==> config.mk <==
export PLATFORM = sky130hd
export DESIGN_NAME = vram_cpu_bridge
export DESIGN_NICKNAME = d
export VERILOG_FILES = /design/src/rtl/vram_cpu_bridge.sv
export SDC_FILE = /design/constraint.sdc
export NUM_CORES = 1
export LEC_CHECK = 0
export CAP_MARGIN = 15
export CORE_ASPECT_RATIO = 1.1
export CORE_MARGIN = 5
export CORE_UTILIZATION = 47
export CTS_CLUSTER_SIZE = 28
export DETAILED_ROUTE_END_ITERATION = 10
export GPL_TIMING_DRIVEN = 1
export PLACE_DENSITY = 0.78
export SYNTH_ARGS = -nofsm -noshare
export SYNTH_HDL_FRONTEND = slang
export SYNTH_SLANG_ARGS = --single-unit
==> constraint.sdc <==
create_clock -name clk -period 2.7 [get_ports clk]
set_input_delay 0.54 -clock clk [delete_from_list [all_inputs] [get_ports clk]]
set_output_delay 0.54 -clock clk [all_outputs]
set_load 0.01 [all_outputs]
==> src/rtl/vram_cpu_bridge.sv <==
// vram_cpu_bridge: single-outstanding CPU to video-chip access bridge.
// Accepts one 16-bit read, full write or byte-masked write at a time and
// sequences strobe / wait-for-busy / wait-for-idle phases on the chip side.
// Partial writes are done as read-modify-write. A stuck chip (busy never
// rising) is aborted after a short timeout and reported with cpu_err.
// Ports:
//   clk, reset            clock, asynchronous active-high reset
//   cpu_req/we/be/addr    request, write flag, byte enables, byte address
//   cpu_wdata             write data
//   cpu_ready             idle and chip not busy; request accepted now
//   cpu_ack/err/rdata     completion pulse, timeout flag, read word
//   mem_cs/rd/wr          one-cycle chip access strobes
//   mem_addr/dout         word address and write data to the chip
//   mem_din, mem_busy     read data and busy flag from the chip
module vram_cpu_bridge (
    input  logic        clk,
    input  logic        reset,
    input  logic        cpu_req,
    input  logic        cpu_we,
    input  logic [1:0]  cpu_be,
    input  logic [15:0] cpu_addr,
    input  logic [15:0] cpu_wdata,
    output logic        cpu_ready,
    output logic        cpu_ack,
    output logic [15:0] cpu_rdata,
    output logic        cpu_err,
    output logic        mem_cs,
    output logic        mem_rd,
    output logic        mem_wr,
    output logic [15:0] mem_addr,
    output logic [15:0] mem_dout,
    input  logic [15:0] mem_din,
    input  logic        mem_busy
);

    typedef enum logic [2:0] {
        IDLE,
        RD_STB,
        RD_WAIT,
        RD_DONE,
        WR_STB,
        WR_WAIT,
        WR_DONE,
        ACK
    } state_t;

    state_t      state_q, state_d;
    logic        we_q, we_d;
    logic [1:0]  be_q, be_d;
    logic [15:0] wdata_q, wdata_d;
    logic [15:0] addr_q, addr_d;
    logic [15:0] dout_q, dout_d;
    logic [15:0] rdata_q, rdata_d;
    logic [2:0]  to_q, to_d;
    logic        err_q, err_d;

    logic [1:0]  be_in;
    logic [15:0] merged;

    // No enables at all means a plain 16-bit access.
    assign be_in = (cpu_be == 2'b00) ? 2'b11 : cpu_be;

    // Enabled bytes come from the CPU, the rest from the word just read.
    assign merged = {be_q[1] ? wdata_q[15:8] : mem_din[15:8],
                     be_q[0] ? wdata_q[7:0]  : mem_din[7:0]};

    assign cpu_ready = (state_q == IDLE) && !mem_busy;

    always_comb begin
        state_d = state_q;
        we_d    = we_q;
        be_d    = be_q;
        wdata_d = wdata_q;
        addr_d  = addr_q;
        dout_d  = dout_q;
        rdata_d = rdata_q;
        to_d    = to_q;
        err_d   = err_q;
        unique case (state_q)
            IDLE: begin
                if (cpu_req && cpu_ready) begin
                    addr_d  = {cpu_addr[15:1], 1'b0};
                    we_d    = cpu_we;
                    be_d    = be_in;
                    wdata_d = cpu_wdata;
                    dout_d  = cpu_wdata;
                    err_d   = 1'b0;
                    // Partial writes start with a read of the target word.
                    if (cpu_we && be_in == 2'b11) begin
                        state_d = WR_STB;
                    end else begin
                        state_d = RD_STB;
                    end
                end
            end
            RD_STB: begin
                to_d    = 3'd0;
                state_d = RD_WAIT;
            end
            WR_STB: begin
                to_d    = 3'd0;
                state_d = WR_WAIT;
            end
            RD_WAIT, WR_WAIT: begin
                if (mem_busy) begin
                    state_d = (state_q == RD_WAIT) ? RD_DONE : WR_DONE;
                end else if (to_q == 3'd6) begin
                    // Seventh idle wait cycle: the chip never took it.
                    to_d    = 3'd7;
                    err_d   = 1'b1;
                    rdata_d = 16'hFFFF;
                    state_d = ACK;
                end else begin
                    to_d = to_q + 3'd1;
                end
            end
            RD_DONE: begin
                if (!mem_busy) begin
                    rdata_d = mem_din;
                    if (we_q) begin
                        dout_d  = merged;
                        state_d = WR_STB;
                    end else begin
                        state_d = ACK;
                    end
                end
            end
            WR_DONE: begin
                if (!mem_busy) begin
                    state_d = ACK;
                end
            end
            ACK: begin
                state_d = IDLE;
            end
            default: begin
                state_d = IDLE;
            end
        endcase
    end

    always_ff @(posedge clk or posedge reset) begin
        if (reset) begin
            state_q <= IDLE;
            we_q    <= 1'b0;
            be_q    <= 2'b00;
            wdata_q <= 16'h0000;
            addr_q  <= 16'h0000;
            dout_q  <= 16'h0000;
            rdata_q <= 16'h0000;
            to_q    <= 3'd0;
            err_q   <= 1'b0;
        end else begin
            state_q <= state_d;
            we_q    <= we_d;
            be_q    <= be_d;
            wdata_q <= wdata_d;
            addr_q  <= addr_d;
            dout_q  <= dout_d;
            rdata_q <= rdata_d;
            to_q    <= to_d;
            err_q   <= err_d;
        end
    end

    assign mem_cs    = (state_q == RD_STB) || (state_q == WR_STB);
    assign mem_rd    = (state_q == RD_STB);
    assign mem_wr    = (state_q == WR_STB);
    assign mem_addr  = addr_q;
    assign mem_dout  = dout_q;
    assign cpu_ack   = (state_q == ACK);
    assign cpu_err   = (state_q == ACK) && err_q;
    assign cpu_rdata = rdata_q;

endmodule

==> reports/metrics.cfg <==
[drt]
drt-vias-per-instance=5.410
wl_per_cell_um=17.48
dr.pass1.iters=4
drt_wl_total_um=8566
drcViolationCount=0
drt_iter0_markers=137
ant_nets=0
detailroute.via_count=2651

[synthesis]
synth_nets=355
synth_area_sq_um=3461
synth_warnings=0
syn_area_per_cell_sq_um=11.69
synth_cell_type_count=42
yosysSeqAreaShare=0.5278
ys_ff_latch=73
syn_inst=296

[cells_and_area]
n_antenna_cell=0
area_growth_pct=39.15
n_fill_cell=545
final_layout_size_suffix_gt1_frac=0.1556
final_area_sq_um=4816
layout.nets=459

[critical_path]
critPathMaxStageDelay_ns=0.60
crit_path_start_kind=flop
critPathSlowestCell=clkdlybuf4s50_1
cp_max_fo=21
worst-path-buf-inv=1
worstSetupEndpointType=primary output
worstSetupPathType=flop to primary output
cp_data_arrival_time_ns=1.89
required_ns=2.16
path_cells=nor4_4 > clkdlybuf4s50_1
cp_top_family=buffers and inverters

[clocking]
htree_levels=3
cts_resized=0
cts_root_buf=clkbuf_8
postCtsSetupRepairBufs=0
cts_num_sinks=73
cts_buffers=9
path_clk_slew_ns=0.07
postCtsHoldBufs=0
cts_tree=built
cts_buffer_depth=2
clk-insertion-delay-late_ns=0.35

[placement]
placed_cell_area_sq_um=4586
gp_congestion=0.8154
numPortBuffers=106
dpl.hpwl_um=6109

[global_routing]
antenna_found_initial=0
grt_pass1_vias=2779
overflow=0
grt_pass1_wl_um=14310
grt_max_degree=38
grt.total_usage=0.1980

[power]
ir_drop_v=0.0005196
power.static_leakage_nw=2.149
pwr-share-clk=0.179
seqPwrFrac=0.381
sw_frac_of_total=0.3347
p_comb_frac=0.439
power.density_nw_per_um2=1110
p_sw_w=0.001789
intPower_w=0.003556

[die]
die_h_um=100
io_pins=109
die_w_um=91.82
initial_core_util=0.4883
dieArea_sq_um=9182
num_rows=32
core_area_sq_um=7087

[sta]
fin_tns_setup_ns=0
rsz0062_at_grt=false
relSlewSlack=0.4196
fin_crit_ns=2.429
period_share=0.8997
finClkSkew_ns=0.008324
hold_viol=0
drv_slew=0
setup_viol_count_final=0
worst_pin_slew_ns=0.8706
fmax_mhz=411.7

[outcome]
status=finished, final reports clean

[flow_run]
drv_cap=0

[min_path]
hp-class=flop to flop

[worst register-to-register path, delay by kind of cell, from the launching register on]
family | cells | cell delay [ns]
AND/OR/NAND/NOR | 1 | 0.21
adder cells (fa/ha/maj) | 1 | 0.23
buffers and inverters | 1 | 0.07
AO/OA/AOI/OAI | 3 | 1.09
flip-flops | 1 | 0.41
[kinds of logic (layout without fill, tap and decap cells)]
group / count (synthesis) / after routing / synth area share
compound gates: 75 / 75 / 0.1381
buf+inv: 28 / 137 / 0.04194
xor+xnor: 2 / 2 / 0.005062
other cells: 1 / 1 / 0.001084
fa+ha+maj: 4 / 4 / 0.01446
simple gates: 65 / 65 / 0.09400
mux: 48 / 48 / 0.1775
flops: 73 / 73 / 0.5278
[placed cells by master (no fill, tap or decap), types with 2 or more instances in the layout]
cell type,Yosys,routed
mux2_4,25,25
mux2_2,7,7
nor3_1,2,2
ha_1,4,4
and2_1,2,2
buf_4,4,7
nor2_1,22,22
mux2i_1,16,16
xnor2_1,2,2
a21oi_1,22,22
o21ai_0,23,22
inv_1,7,6
o22a_1,17,17
a31oi_1,2,2
bufinv_16,0,2
clkdlybuf4s50_1,0,106
nand3_1,3,3
dfrtp_1,73,71
nor2b_1,2,2
and3_1,2,2
clkbuf_8,0,10
nor3b_1,3,3
a2bb2oi_1,2,2
dfrtp_2,0,2
nand2b_1,2,2
nand2_1,21,21
[through the flow]
step	utilization	setup WS (ns)	cells	total power (W)	hold slack [ns]
floorplan	-	0.3067	296	0.003310	0.4559
global placement	0.6471	0.3465	474	0.004307	0.4605
detailed placement	0.6471	0.3387	474	0.004417	0.4692
CTS	0.6792	0.04561	490	0.005394	0.4859
global route	0.6796	0.1719	490	0.005699	0.5029
finish	0.6796	0.2708	490	0.005344	0.4822
[state kept, by name, summed over array words and instances (netlist names)]
name / cells
cpu_rdata: 16
mem_dout: 16
wdata_q: 16
mem_addr: 15
state_q: 3
to_q: 3
be_q: 2
err_q: 1
we_q: 1
[power by group through the flow]
| stage | Sequential [W] | Clock, W | Combinational (W) |
|---|---|---|---|
| floorplan | 0.00201 | 0 | 0.00130 |
| global placement | 0.00201 | 0 | 0.00230 |
| detailed placement | 0.00206 | 0 | 0.00236 |
| CTS | 0.00204 | 0.000981 | 0.00238 |
| global route | 0.00212 | 0.00103 | 0.00255 |
| finish | 0.00204 | 0.000958 | 0.00235 |
[layout make-up]
class	count	area, sq um	area share
Multi-Input combinational cell	195	1493	0.3100
Clock buffer	10	137.6	0.02858
Tap cell	85	106.4	0.02208
Timing Repair Buffer	114	1134	0.2354
Clock inverter	6	90.09	0.01871
Inverter	7	26.28	0.005456
Sequential cell	73	1829	0.3798
[cells in the mapped netlist]
master / n / share of area
clkbuf_1: 11 / 0.012
o32a_1: 1 / 0.0029
nor2_1: 22 / 0.024
a2bb2oi_1: 2 / 0.0051
nor4_4: 1 / 0.0061
o22a_1: 17 / 0.043
o2bb2ai_1: 1 / 0.0025
conb_1: 1 / 0.0011
buf_6: 3 / 0.0098
nand2b_1: 2 / 0.0036
a21oi_1: 22 / 0.032
ha_1: 4 / 0.014
nor3b_1: 3 / 0.0065
nand2_4: 1 / 0.0033
buf_2: 2 / 0.0029
o21a_1: 1 / 0.0022
o21ai_0: 23 / 0.033
nand3b_1: 1 / 0.0022
buf_4: 4 / 0.0087
mux2i_1: 16 / 0.046
inv_1: 7 / 0.0076
nand2_1: 21 / 0.023
and4b_1: 1 / 0.0029
a21o_1: 1 / 0.0022
a211oi_1: 1 / 0.0022
and3b_1: 1 / 0.0025
a22oi_1: 1 / 0.0022
o21bai_1: 1 / 0.0022
a21oi_2: 1 / 0.0025
xnor2_1: 2 / 0.0051
mux2_2: 7 / 0.023
and3_1: 2 / 0.0036
a22o_1: 1 / 0.0025
a31oi_1: 2 / 0.0036
nand3_1: 3 / 0.0043
mux2_4: 25 / 0.11
buf_1: 1 / 0.0011
nor3_1: 2 / 0.0029
and2_1: 2 / 0.0036
and2b_1: 1 / 0.0022
dfrtp_1: 73 / 0.53
nor2b_1: 2 / 0.0036
[metal layers]
metal,GRT usage,part of all wire
met1,0.2518,0.43
met2,0.3283,0.50
met3,0.06522,0.065
met4,0.05029,0.0057
met5,0,0
[worst paths after layout]
path / startpoint / end / slack [ns] / depth (start not counted)
hold reg to reg: mem_dout[12] / mem_dout[12] / 0.48 / 2
max in group asynchronous: reset / mem_addr[6] / 1.59 / 3
hold / removal: mem_dout[12] / mem_dout[12] / 0.48 / 2
setup / recovery: state_q[0] / cpu_ready / 0.27 / 2
setup reg to reg: to_q[0] / cpu_rdata[5] / 0.62 / 6
min in group asynchronous: reset / mem_dout[8] / 0.50 / 2
(Power assumes the default switching activity.)
